File: src/rtl/program_loader_pkg.sv
// Shared constants for the NBBPU program loader: frame marker, FSM encoding,
// and the instruction layout the opcode decoder also depends on.
package program_loader_pkg;

  localparam logic [7:0] SYNC_BYTE_DEF = 8'hA5;

  localparam int INSTR_WIDTH = 16;
  localparam int OPCODE_MSB  = 15;
  localparam int OPCODE_LSB  = 12;

  localparam logic [3:0] ST_IDLE    = 4'd0;
  localparam logic [3:0] ST_LEN_HI  = 4'd1;
  localparam logic [3:0] ST_LEN_LO  = 4'd2;
  localparam logic [3:0] ST_DATA_HI = 4'd3;
  localparam logic [3:0] ST_DATA_LO = 4'd4;
  localparam logic [3:0] ST_WRITE   = 4'd5;
  localparam logic [3:0] ST_CHECK   = 4'd6;
  localparam logic [3:0] ST_DONE    = 4'd7;
  localparam logic [3:0] ST_ERROR   = 4'd8;

  function automatic logic [OPCODE_MSB-OPCODE_LSB:0] opcode_of(input logic [INSTR_WIDTH-1:0] instr);
    return instr[OPCODE_MSB:OPCODE_LSB];
  endfunction

endpackage

File: src/rtl/program_loader.sv
// Framed byte-stream loader for NBBPU instruction memory. Assembles 16-bit
// words high byte first, writes them sequentially, and releases the core on a good checksum.
module program_loader
  import program_loader_pkg::*;
#(
  parameter int         ADDR_WIDTH = 8,
  parameter logic [7:0] SYNC_BYTE  = SYNC_BYTE_DEF
) (
  input  logic                   clock,
  input  logic                   reset,
  input  logic [7:0]             rx_byte,
  input  logic                   rx_valid,
  output logic                   rx_ready,
  output logic [ADDR_WIDTH-1:0]  imem_addr,
  output logic [INSTR_WIDTH-1:0] imem_wdata,
  output logic                   imem_we,
  output logic                   cpu_halt,
  output logic                   done,
  output logic                   error,
  output logic [ADDR_WIDTH:0]    words_loaded
);

  localparam logic [31:0] DEPTH = 32'd1 << ADDR_WIDTH;

  logic [3:0]  state;
  logic [7:0]  len_hi;
  logic [7:0]  data_hi;
  logic [7:0]  checksum;
  logic [15:0] len;
  logic [15:0] len_in;
  logic [15:0] wl_next;
  logic        xfer;
  logic        len_bad;
  logic        is_sync;

  assign rx_ready = (state != ST_WRITE);
  assign xfer     = rx_valid & rx_ready;
  assign is_sync  = (rx_byte == SYNC_BYTE);
  assign len_in   = {len_hi, rx_byte};
  assign len_bad  = (len_in == 16'd0) || (32'(len_in) > DEPTH);
  assign wl_next  = 16'(words_loaded) + 16'd1;

  always_ff @(posedge clock or negedge reset) begin
    if (!reset) begin
      state        <= ST_IDLE;
      len_hi       <= '0;
      data_hi      <= '0;
      checksum     <= '0;
      len          <= '0;
      imem_addr    <= '0;
      imem_wdata   <= '0;
      imem_we      <= 1'b0;
      cpu_halt     <= 1'b1;
      done         <= 1'b0;
      error        <= 1'b0;
      words_loaded <= '0;
    end else begin
      // Strobe is armed by the low data byte and lives only for the WRITE cycle.
      imem_we <= 1'b0;
      case (state)
        ST_IDLE, ST_DONE, ST_ERROR: begin
          if (xfer && is_sync) begin
            done         <= 1'b0;
            error        <= 1'b0;
            words_loaded <= '0;
            checksum     <= '0;
            cpu_halt     <= 1'b1;
            state        <= ST_LEN_HI;
          end
        end
        ST_LEN_HI: begin
          if (xfer) begin
            len_hi <= rx_byte;
            state  <= ST_LEN_LO;
          end
        end
        ST_LEN_LO: begin
          if (xfer) begin
            len <= len_in;
            if (len_bad) begin
              error <= 1'b1;
              state <= ST_ERROR;
            end else begin
              state <= ST_DATA_HI;
            end
          end
        end
        ST_DATA_HI: begin
          if (xfer) begin
            data_hi  <= rx_byte;
            checksum <= checksum ^ rx_byte;
            state    <= ST_DATA_LO;
          end
        end
        ST_DATA_LO: begin
          if (xfer) begin
            imem_wdata <= {data_hi, rx_byte};
            imem_addr  <= words_loaded[ADDR_WIDTH-1:0];
            imem_we    <= 1'b1;
            checksum   <= checksum ^ rx_byte;
            state      <= ST_WRITE;
          end
        end
        ST_WRITE: begin
          words_loaded <= words_loaded + 1'b1;
          state        <= (wl_next == len) ? ST_CHECK : ST_DATA_HI;
        end
        ST_CHECK: begin
          if (xfer) begin
            if (rx_byte == checksum) begin
              done     <= 1'b1;
              cpu_halt <= 1'b0;
              state    <= ST_DONE;
            end else begin
              error <= 1'b1;
              state <= ST_ERROR;
            end
          end
        end
        default: state <= ST_IDLE;
      endcase
    end
  end

endmodule

File: config.mk
export PLATFORM = sky130hd
export DESIGN_NAME = program_loader
export DESIGN_NICKNAME = d
export VERILOG_FILES = /design/src/rtl/program_loader_pkg.sv /design/src/rtl/program_loader.sv
export SDC_FILE = /design/constraint.sdc
export NUM_CORES = 1
export LEC_CHECK = 0
export CAP_MARGIN = 20
export CORE_ASPECT_RATIO = 1.25
export CORE_MARGIN = 3
export CORE_UTILIZATION = 45
export DETAILED_ROUTE_END_ITERATION = 12
export HOLD_SLACK_MARGIN = 0.1
export PLACE_DENSITY = 0.73
export SLEW_MARGIN = 0
export SYNTH_ARGS = -nofsm -noshare
export SYNTH_HDL_FRONTEND = slang
export SYNTH_SLANG_ARGS = --single-unit
File: constraint.sdc
create_clock -name clock -period 2.4 [get_ports clock]
set_input_delay 0.6 -clock clock [delete_from_list [all_inputs] [get_ports clock]]
set_output_delay 0.6 -clock clock [all_outputs]
set_load 0.01 [all_outputs]
==> run metrics, run 1 <==
status=completed; maximum clock frequency=between 400 and 500 MHz; clk_skew=7.40 ps; Seq. cell area=between 2000 and 2500 sq um; Routed Antenna Nets=0; Pre-antenna DRT Iters=4; Layout area overhead=22.3%; initial antenna violation count=0; n_diodes=0; placed cell area=4780 sq um; Simple-Gate Fraction of Synth Area=around 17%; YS warnings=0; wire per inst=about 15 um; pwr/cell area=1180 nW/um^2; Hold WS=approximately 180 ps; Final Routed Wirelength=between 8000 and 9000 um; TritonCTS Buffers=9; critical path class=reg2out; Crit Reg-Reg Startpoint=words_loaded[0]$_DFFE_PN0P_; Leak Pwr=0.00217 uW; worst min-delay path class=in2async; Final min period=between 2000 and 2500 ps; H-Tree Depth=3; I/O pins=just under 50; dominant cells by area after synthesis=dfrtp_1, mux2_2, o21ai_0; Final Cell Area=4990 sq um; sequential area share after synthesis=roughly half; share of cells above drive strength 1=about a quarter; cell accounting for the most synthesized area=dfrtp_1; core area=just under 9000 sq um; CP Launch Type=flip-flop; DRC errors left=0; Filler Cell Count=between 700 and 800; top cell type's share of synthesized area=between 40% and 50%; slew margin rel.=around two thirds; Synth Area in XOR/XNOR=under 10%; Max FO, Critical Path=6; Crit. Startpoint=state[2]$_DFFE_PN0P_; Site Rows=38; Final Max Slew Viols=0; synthesized area per cell=11.0 sq um; RSZ-0062 raised after global routing=false; CTS tree=yes; global-route wire length before repair=approximately 15000 um; vias in the first global route=a little under 3000; final critical-path share of the clock period=95.3%; Max Cap Violations=0; synthesized cell area=4080 sq um; predominant post-synthesis flop cell=dfrtp_1; 1st-iter DRT viols=199; Nets=between 400 and 500; Async SR Flop Fraction=100%; Crit. End Element=output port; initial core utilization=46.7%; clock slew seen by the registers of the worst setup and hold paths=about 80 ps; Multi-input gate area=around 1800 sq um; main combinational cell family by area after synthesis=simple AND/OR/NAND/NOR gates; DP Wirelength=6450 um; WP data arrival=around 1700 ps; CTS root buffer=clkbuf_8; Synth Area in Adders=less than 1%; routed vias/inst=~5.3; VDD IR-drop max=about 0.57 mV; IO buf count=between 40 and 50; die area=slightly above 10000 sq um; clk_lat worst skew=between 300 and 400 ps; most frequent cells in the layout=dfrtp_1, mux2_2, clkdlybuf4s50_1; pin count of the biggest net entering global routing=50; post-synthesis mux area share=13.0%; routability cong.=0.871; Setup Fix Bufs, Post-CTS=0; Synth Area in Compound Gates=10.4%; Netlist cell types=64; Die Height=around 110 um; post-synth net total=~380; Tightest Pin Transition=between 400 and 500 ps; total track usage=18.1%; Post-Syn Instances=around 370; Post-synth EDFFs=0; via total after detailed routing=3000; Seq cells post-synth=81; die width=~90 um; CP required=between 1500 and 2000 ps; grt total ovfl=0; Clock Tree Buf Depth=2; Clock Sinks=81; Final setup viols=0; commonest non-fill, non-tap cell in the layout=dfrtp_1; Hold Vio Cnt, Final=0
registers in the layout, summed over array words and instances (netlist names):
register / cells
state: 4
len: 16
imem_we: 1
checksum: 8
error: 1
imem_wdata: 16
len_hi: 8
imem_addr: 8
data_hi: 8
words_loaded: 9
cpu_halt: 1
done: 1
report_power, final:
part | leakage (uW) | switching (uW) | internal (uW)
sequential | 0.00101 | 485 | 1970
clock | 0.000105 | 499 | 518
combinational | 0.00105 | 1060 | 1340
final cells by class:
type / instances / share of cell area, %
Multi-Input combinational cell: 259 / 36.5
Inverter: 7 / 0.527
Timing Repair Buffer: 82 / 15.2
Tap cell: 120 / 3.01
Clock buffer: 11 / 2.83
Sequential cell: 81 / 40.7
Clock inverter: 5 / 1.28
worst paths after layout:
| kind | to | slack [ps] | cells past startpoint |
|---|---|---|---|
| setup reg to reg | state[0]$_DFFE_PN0P_ | 300 | 7 |
| setup / recovery | rx_ready | 110 | 4 |
| min in group clock | imem_wdata[8]$_DFFE_PN0P_ | 470 | 2 |
| max in group asynchronous | cpu_halt$_DFFE_PN1P_ | 1570 | 2 |
| hold reg to reg | imem_wdata[8]$_DFFE_PN0P_ | 470 | 2 |
| hold / removal | imem_wdata[5]$_DFFE_PN0P_ | 180 | 1 |
critical path, cell delays in order (launching register included):
cell and delay, ps:
dfrtp_2 450, nand2_1 180, nor3_4 50, inv_1 110, clkdlybuf4s50_1 550
cells in the mapped netlist (all sizes together), types with 2 or more instances:
cell type  number
a21oi           4
and3            6
o211ai          2
o21ai          35
a32o            2
xnor2           8
nor2b           6
clkbuf          9
mux2           47
buf            15
nor3            7
nor4            6
xor2           11
nand3          10
nand2b          7
nand2          43
nor2           23
and4            2
o31ai           3
o22ai           4
or3b            2
a31oi           3
dfrtp          80
nand4           6
inv             6
routing by layer:
| metal | vias up | GRT usage, % | part of all wire [%] |
|---|---|---|---|
| met4 | 0 | 6.14 | 1.3 |
| met1 | 1474 | 23.4 | 45 |
| met5 | - | 0 | 0 |
| met2 | 70 | 30.2 | 51 |
| met3 | 8 | 3.75 | 3.4 |
| li1 | 1448 | - | - |
stage by stage:
step                      util, %  setup slack [ps]  setup TNS (ps)  cells  power (uW)
final                        57.0               112               0    565        5870
after global routing         57.0              14.4               0    565        6290
after CTS                    57.0              60.6               0    565        5930
after detailed placement     54.7              -188           -2580    549        4890
after global placement       54.7              -179           -2020    549        4820
after floorplan                 -               352               0    371        3940
cell families after synthesis:
| group | count (synthesis) |
|---|---|
| and+or+nand+nor | 126 |
| AOI/OAI and AO/OA | 66 |
| muxes | 47 |
| adders and majority gates | 1 |
| DFF | 81 |
| buffers and inverters | 31 |
| xor gates and xnor gates | 19 |
what timing repair did:
action,4_1_cts,5_1_grt
setup endpoints to repair,0,1
gates resized for setup,0,1
hold buffers,0,0
Note: power is estimated with default switching activity, not from simulation.
==> inputs of run 2 (changes only) <==
--- a/config.mk
+++ b/config.mk
@@ -6,12 +6,14 @@
 export NUM_CORES = 1
 export LEC_CHECK = 0
 export CAP_MARGIN = 20
+export CELL_PAD_IN_SITES_DETAIL_PLACEMENT = 0
+export CELL_PAD_IN_SITES_GLOBAL_PLACEMENT = 2
 export CORE_ASPECT_RATIO = 1.25
 export CORE_MARGIN = 3
-export CORE_UTILIZATION = 45
+export CORE_UTILIZATION = 37
 export DETAILED_ROUTE_END_ITERATION = 12
 export HOLD_SLACK_MARGIN = 0.1
-export PLACE_DENSITY = 0.73
+export PLACE_DENSITY = 0.86
 export SLEW_MARGIN = 0
 export SYNTH_ARGS = -nofsm -noshare
 export SYNTH_HDL_FRONTEND = slang
==> constraint.sdc (replaced) <==
create_clock -name clock -period 2.54 [get_ports clock]
set_input_delay 0.635 -clock clock [delete_from_list [all_inputs] [get_ports clock]]
set_output_delay 0.635 -clock clock [all_outputs]
set_load 0.01 [all_outputs]
==> run 2 against run 1 <==
Via count is 0.60% higher. Sequential share of layout area fell by 1.1 points. Final cell count rose by 1.4%. Global-route usage fell by 1.4 points. Hold slack gained 70 ps. Die area rose by 20%. Largest cell class unchanged. Highest routed layer unchanged.
==> run metrics, run 2 (synthesis gave the netlist of run 1 again) <==
status=completed; Reg2Reg Setup Slack=350 ps (+50 ps); commonest non-fill, non-tap cell in the layout=dfrtp_1; DP Wirelength=6870 um (+6.6%); RSZ-0062 raised after global routing=false; grt total ovfl=0 (unchanged); wire per inst=16.6 um (+8.5%); cts repair resizes=1 (+1); Final min period=2400 ps; WP data arrival=1760 ps (+70 ps); Die Height=123 um (+9.7%); pin count of the biggest net entering global routing=52 (+4.0%); Clock power frac=24.7% (+7.4 points); Setup Fix Bufs, Post-CTS=0 (unchanged); CTS root buffer=clkbuf_16; Nets=448 (-0.88%); slew margin rel.=69.6% (+1.8 points); Site Rows=42 (+11%); DRC errors left=0 (unchanged); routability cong.=0.793 (-9.0%); total track usage=16.7% (-1.4 points); clock slew seen by the registers of the worst setup and hold paths=70 ps (about the same); Layout area overhead=25.6%; maximum clock frequency=between 400 and 500 MHz; pwr/cell area=1190 nW/um^2 (+0.84%); global-route wire length before repair=15900 um (+7.2%); final critical-path share of the clock period=between 90% and 100%; H-Tree Depth=3 (unchanged); n_diodes=0 (unchanged); switching pwr=2040 uW (about the same); Clock Tree Buf Depth=2 (unchanged); R2R cell count=7 (unchanged); initial antenna violation count=0 (unchanged); Crit Reg-Reg Endpoint=state[0]$_DFFE_PN0P_; worst min-delay path class=in2async; CP required=1900 ps (+100 ps); clk_lat worst skew=340 ps (about the same); Final setup viols=0 (unchanged); die width=99.9 um (+9.6%); Final Routed Wirelength=9540 um (+10%); Filler Cell Count=997 (+29%); core area=10700 sq um (+22%); vias in the first global route=3097 (+4.9%); CP Launch Type=flip-flop; CTS tree=yes; initial core utilization=38.3% (-8.4 points); die area=12300 sq um (+20%); I/O pins=49 (unchanged); Max Cap Violations=0 (unchanged); Sw Ratio=33.6% (-1.2 points); Routed Antenna Nets=0 (unchanged); Hold Vio Cnt, Final=0 (unchanged); Combinational Power Share=36.7% (-4.1 points); Leak Pwr=0.00221 uW (+2.2%); share of cells above drive strength 1=25.2% (-0.45 points); Pre-antenna DRT Iters=4 (unchanged); VDD IR-drop max=0.630 mV (+10%); 1st-iter DRT viols=197 (-1.0%); Final Cell Area=5130 sq um (+2.7%); Final Max Slew Viols=0 (unchanged); Int Pwr=4040 uW (+5.5%); setup TNS=0 ps (unchanged); critical path class=reg2out; TritonCTS Buffers=9 (unchanged); via total after detailed routing=3018 (+0.60%); placed cell area=4780 sq um (about the same); routed vias/inst=5.27 (-0.80%); Seq. cell area=2030 sq um (unchanged); hold buffers post-CTS=0 (unchanged); Crit Reg-Reg Startpoint=words_loaded[0]$_DFFE_PN0P_; Tightest Pin Transition=456 ps (-25.8 ps); most frequent cells in the layout=dfrtp_1, mux2_2, clkdlybuf4s50_1; Crit. End Element=output port; clk_skew=8.81 ps (+1.41 ps); Max FO, Critical Path=11 (+5); Largest regs=imem_wdata (16), len (16), words_loaded (9); Clock Sinks=81 (unchanged); Flop pwr share=38.7% (-3.1 points); Multi-input gate area=1820 sq um (unchanged); IO buf count=48 (unchanged)
-- run 2: changes by cell type in the layout (fill, tap and decap cells not counted), sizes merged --
cell and delta:
buf -4, bufinv +1, clkbuf -1, clkinv -3, inv +3
-- run 2: area by class of cell --
type                    count  share of cell area (%)
inverters                   7                   0.513
clock buffers              10                    4.66
repair buffers             78                    14.4
well taps                 132                    3.22
multi-input cells         259                    35.5
clock inverters             6                    2.05
flip-flops and latches     81                    39.6
-- run 2: worst max path at each step --
stage	start	endpoint	slack (ps)	cells after the start
after global routing	state[2]$_DFFE_PN0P_	rx_ready	60	4
final	state[2]$_DFFE_PN0P_	rx_ready	140	4
after floorplan	rx_byte[4]	error$_DFFE_PN0P_	460	7
after detailed placement	rx_byte[6]	error$_DFFE_PN0P_	-40	7
after global placement	rx_byte[4]	error$_DFFE_PN0P_	-10	7
after CTS	state[2]$_DFFE_PN0P_	rx_ready	120	4
-- run 2: metrics by stage --
stage,hold slack [ps],std cells,setup slack (ps),total power (uW),utilization (%)
2_1_floorplan,339,371,457,3730,-
3_3_place_gp,454,557,-14.5,4560,44.8
3_5_place_dp,459,557,-37.0,4630,44.8
4_1_cts,261,573,117,6160,48.1
5_1_grt,277,573,63.5,6500,48.1
6_report,248,573,141,6080,48.1
-- run 2: power by group through the flow --
| stage | combinational, uW | sequential, uW | clock [uW] |
|---|---|---|---|
| global route | 2450 | 2450 | 1590 |
| global placement | 2210 | 2350 | 0 |
| detailed placement | 2250 | 2380 | 0 |
| finish | 2230 | 2350 | 1500 |
| CTS | 2260 | 2360 | 1530 |
| floorplan | 1420 | 2300 | 0 |
-- run 2: routing by layer --
metal	global-route usage [%]	vias to the layer above	part of all wire [%]
met5	0	-	0
met4	5.12	0	1.3
met3	3.44	12	3.3
met2	29.0	58	52
met1	20.7	1500	44
li1	-	1448	-
-- run 2: worst max-delay path: stages (launching register included) --
cell,delay (ps)
dfrtp_2,490
nand2_1,180
nor3_4,50
inv_1,140
clkdlybuf4s50_1,560
